### config.mk
export PLATFORM = sky130hd
export DESIGN_NAME = interfpga_rx_fifo
export DESIGN_NICKNAME = d
export VERILOG_FILES = /design/src/rtl/interfpga_pkg.sv /design/src/rtl/interfpga_sync_fifo.sv /design/src/rtl/interfpga_rx_fifo.sv
export SDC_FILE = /design/constraint.sdc
export NUM_CORES = 1
export LEC_CHECK = 0
export ABC_AREA = 1
export BUFFER_PORTS_ARGS = -buffer_cell sky130_fd_sc_hd__buf_2
export CORE_ASPECT_RATIO = 0.6
export CORE_MARGIN = 5
export CORE_UTILIZATION = 58
export DETAILED_ROUTE_END_ITERATION = 16
export PLACE_DENSITY = 0.8
export SYNTH_ARGS = -nofsm -noshare
export SYNTH_HDL_FRONTEND = slang
export SYNTH_SLANG_ARGS = --single-unit
### constraint.sdc
create_clock -name clk -period 1.75 [get_ports clk]
set_input_delay 0.35 -clock clk [delete_from_list [all_inputs] [get_ports clk]]
set_output_delay 0.35 -clock clk [all_outputs]
set_load 0.02 [all_outputs]
### src/rtl/interfpga_pkg.sv
// interfpga_pkg: shared types and constants for the inter-FPGA receive path
package interfpga_pkg;
  typedef enum logic {s_idle = 1'b0, s_ack = 1'b1} state_t;
  localparam int BYTE_W = 8;
  localparam int DEFAULT_DEPTH = 8;
endpackage

### src/rtl/interfpga_sync_fifo.sv
// interfpga_sync_fifo: byte FIFO; a push into a full FIFO is accepted only alongside a pop
module interfpga_sync_fifo
  import interfpga_pkg::*;
#(
  parameter int DEPTH = DEFAULT_DEPTH,
  parameter int ADDR_W = $clog2(DEPTH)
) (
  input  logic              clk,
  input  logic              reset_n,
  input  logic              push,
  input  logic [BYTE_W-1:0] wr_data,
  input  logic              pop,
  output logic [BYTE_W-1:0] rd_data,
  output logic [ADDR_W:0]   count,
  output logic              full,
  output logic              empty,
  output logic              accepted
);
  logic [BYTE_W-1:0] mem [DEPTH];
  logic [ADDR_W-1:0] wr_ptr, rd_ptr;
  logic do_pop;
  assign empty = count == '0;
  assign full = count == (ADDR_W+1)'(DEPTH);
  assign do_pop = pop && !empty;
  assign accepted = push && (!full || do_pop);
  assign rd_data = mem[rd_ptr];
  always_ff @(posedge clk or negedge reset_n)
    if (!reset_n) begin
      wr_ptr <= '0;
      rd_ptr <= '0;
      count <= '0;
    end else begin
      if (accepted) wr_ptr <= wr_ptr + 1'b1;
      if (do_pop) rd_ptr <= rd_ptr + 1'b1;
      if (accepted != do_pop) count <= accepted ? count + 1'b1 : count - 1'b1;
    end
  always_ff @(posedge clk)
    if (accepted) mem[wr_ptr] <= wr_data;
endmodule

### src/rtl/interfpga_rx_fifo.sv
// interfpga_rx_fifo: captures receiver bytes, pulses a registered ack, buffers them in a FIFO
module interfpga_rx_fifo
  import interfpga_pkg::*;
#(
  parameter int DEPTH = DEFAULT_DEPTH,
  parameter int ADDR_W = $clog2(DEPTH)
) (
  input  logic              clk,
  input  logic              reset_n,
  input  logic [BYTE_W-1:0] rx_data,
  input  logic              rx_ready,
  output logic              rx_ack,
  output logic [BYTE_W-1:0] out_data,
  output logic              out_valid,
  input  logic              out_pop,
  output logic [ADDR_W:0]   count,
  output logic              full,
  output logic              overflow,
  input  logic              clr_overflow
);
  state_t state, next_state;
  logic capture, accepted, empty, drop;
  // rx_ready is ignored in s_ack so a clearing flag cannot be captured twice
  always_comb begin
    capture = (state == s_idle) && rx_ready;
    next_state = capture ? s_ack : s_idle;
  end
  assign drop = capture && !accepted;
  assign out_valid = !empty;
  // rx_ack must come straight from a flop: the receiver uses it as an async clear
  always_ff @(posedge clk or negedge reset_n)
    if (!reset_n) begin
      state <= s_idle;
      rx_ack <= 1'b0;
      overflow <= 1'b0;
    end else begin
      state <= next_state;
      rx_ack <= capture;
      overflow <= drop ? 1'b1 : clr_overflow ? 1'b0 : overflow;
    end
  interfpga_sync_fifo #(.DEPTH(DEPTH), .ADDR_W(ADDR_W)) u_fifo (
    .clk(clk),
    .reset_n(reset_n),
    .push(capture),
    .wr_data(rx_data),
    .pop(out_pop),
    .rd_data(out_data),
    .count(count),
    .full(full),
    .empty(empty),
    .accepted(accepted)
  );
endmodule

==> results.md <==
- Status: finished, violations left
- Failing checks: negative setup slack
- Pleak: 0.00162 µW
- CP startpoint: u_fifo.rd_ptr[0]$_DFFE_PN0P_
- Core Area: 5490 µm²
- VDD IR max: 0.863 mV
- WHS: 0.193 ns
- Vias in the first global route: 2190
- Register bit count reported by yosys: 76
- Slew @ Worst Pin: 0.300 ns
- GPL Wtd Cong: 0.821
- Critical path fanouts, max: 33
- Clock buffer depth: 2
- Clock period minus worst slack: 1.91 ns
- Setup ws final: -0.165 ns
- Sequential power share: 34.2%
- Setup Viol. Count Final: 8
- DR DRC count: 0
- Switch share: 38.2%
- Nature of the critical path startpoint: register
- CTS buffer count: 9
- # IOs: 29
- Iteration-0 DRC Markers: 231
- WL per Instance: 17.3 µm
- Final hold violation count: 0
- Hold Crit Class: in -> reg
- Critical R2R Launch: u_fifo.count[3]$_DFFE_PN0P_
- Initial antenna violation count: 0
- Synthesized area: 3250 µm²
- Fin. max-slew vios: 0
- Layout area overhead: 23.6%
- Rel. slew slack: 80.0%
- GR Overflow Total: 0
- Initial core utilization: 59.1%
- Multi-input logic area: 951 µm²
- Root Driver: clkbuf_8
- Clk pwr share: 20.0%
- Final period util: 109%
- Pwr/cell area: 1750 nW/µm²
- DP HPWL: 4680 µm
- Max Cap Viol: 0
- # port buffers: 28
- Num rows: 21
- Predominant post-synthesis flop cell: edfxtp_1
- Commonest non-fill, non-tap cells in the layout: edfxtp_1 (64), nand2_1 (52), nor2_1 (51), o21ai_1 (34), buf_4 (32)
- FF+latch area: 2220 µm²
- Share of power burned in combinational logic: 45.8%
- Die height: 68.0 µm
- EDFF count, synth: 64
- CP arrival: 1.56 ns
- R2r setup slk: 0 ns
- Cell variety after synth: 23
- Crit path to: out_data[6]
- DR pass1 iterations: 5
- Cell Int Power: 4350 µW
- Final #Nets: 368
- Routed Antenna Nets: 0
- Net Switching: 2680 µW
- RR Endpoint: u_fifo.count[3]$_DFFE_PN0P_
- Wirelength, routed: 7350 µm
- Die ar.: 7250 µm²
- Clock Skews: 0.00801 ns
- Asr flop ratio synth: 15.8%
- Vias per cell: 5.42
- GR Util All Layers: 21.4%
- Clk slew on worst S/H paths: 0.08 ns
- First-pass GRT wire length: 11400 µm
- Sequential area share after synthesis: 68.4%
- Syn nets: 304
- CTS Sinks: 76
- Clk Latency, worst-skew pair: 0.34 ns
- Gate Count Post-Synth: 286
- YS warnings: 0
- Vias: 2296
- Crit. End Element: output pin
- Filler cells: 375
- RSZ-0062 raised after global routing: yes
- Layout cells sized above 1: 29.9%
- R2r worst-path depth: 13
- Commonest non-fill, non-tap cell in the layout: edfxtp_1
- CP required: 1.40 ns
- Clock tree from TritonCTS: built
- Pre-CTS setup slack: -0.0301 ns
- Largest net degree at the start of global routing: 35
- Die W: 107 µm
- WS Path Type: reg -> out
- Fmax: 0.522 GHz
- Syn Area/Cell: 11.4 µm²
- Htree depth: 3
- Diodes inserted: 0
sequential cells by signal, summed over array words and instances, names as in the netlist:
name and count:
u_fifo.rd_ptr 3, rx_ack 1, u_fifo.mem 64, u_fifo.wr_ptr 3, overflow 1, u_fifo.count 4
worst min-delay path by stage:
| stage | start | end | slack (ns) | cells past startpoint |
|---|---|---|---|---|
| 2_1_floorplan | reset_n | overflow$_DFFE_PN0P_ | 0.05 | 0 |
| 3_3_place_gp | reset_n | u_fifo.count[0]$_DFFE_PN0P_ | 0.24 | 1 |
| 3_5_place_dp | reset_n | u_fifo.count[0]$_DFFE_PN0P_ | 0.25 | 1 |
| 4_1_cts | clr_overflow | overflow$_DFFE_PN0P_ | 0.17 | 2 |
| 5_1_grt | clr_overflow | overflow$_DFFE_PN0P_ | 0.20 | 2 |
| 6_report | clr_overflow | overflow$_DFFE_PN0P_ | 0.19 | 2 |
worst max-delay path, cell delays in order, from the launching register on:
cell and delay [ns]:
dfrtp_1 0.41, buf_12 0.20, nor2_1 0.07, nor2_1 0.09, o21ai_1 0.08, o21ai_1 0.08, nand2_1 0.07, nand2_1 0.08
buf_6 0.12
logic make-up after synthesis:
family                   Yosys count  synth area share [%]
AND/OR/NAND/NOR                  126                  16.4
flip-flops                        76                  68.4
AO/OA/AOI/OAI                     50                  7.82
buffers and inverters             25                  4.16
adder cells (fa/ha/maj)            5                  2.16
XOR/XNOR                           4                  1.08
area by class of cell:
type / instances / share of cell area, %
multi-input combinational: 185 / 23.7
clock inverter: 4 / 1.84
timing repair buffer: 63 / 12.2
tap: 69 / 2.15
inverter: 15 / 1.40
sequential: 76 / 55.4
clock buffer: 12 / 3.37
what timing repair did:
action | 4_1_cts | 5_1_grt
hold buffers | 1 | 0
hold endpoints to repair | 12 | 0
pin swaps | 2 | 6
resized for setup | 15 | 16
gates cloned | 0 | 0
setup buffers | 5 | 7
setup endpoints to repair | 9 | 17
per-stage QoR:
stage                     cells  setup TNS (ns)  area, µm²  utilization (%)  total power [µW]
after CTS                   417           -1.28       3890             70.9              6770
final                       424           -1.19       4010             73.1              7030
after global routing        424           -2.74       4010             73.1              7470
after floorplan             286               0       3250                -              4270
after detailed placement    395         -0.0301       3600             65.5              5160
after global placement      395               0       3600             65.5              5040
power by group through the flow:
stage / Sequential [µW] / Combinational, µW / Clock (µW)
3_3_place_gp: 2410 / 2630 / 0
4_1_cts: 2390 / 2960 / 1430
3_5_place_dp: 2430 / 2730 / 0
5_1_grt: 2430 / 3540 / 1510
6_report: 2410 / 3220 / 1410
2_1_floorplan: 2490 / 1780 / 0
synth_stat cells, types with 3 or more instances:
master    number  area share [%]
inv_1          9             1.0
dfrtp_1       12             9.2
o21ai_0       17             2.6
nand2_2        3            0.58
o21ai_1       32             4.9
buf_6          4             1.4
buf_2          3            0.46
ha_1           4             1.5
xor2_1         4             1.1
nand2_1       55             6.4
edfxtp_1      64              59
nor2_1        55             6.4
nor2_2         6             1.2
inv_2          6            0.69
metal layers:
| metal | global-route usage (%) | up-vias | wire [µm] |
|---|---|---|---|
| met2 | 34.8 | 85 | 3600 |
| met3 | 5.37 | 14 | 512 |
| met4 | 6.86 | 0 | 95 |
| met5 | 0 | - | 0 |
| met1 | 29.1 | 1104 | 3150 |
| li1 | - | 1093 | - |
Note: power is estimated with default switching activity, not from simulation.
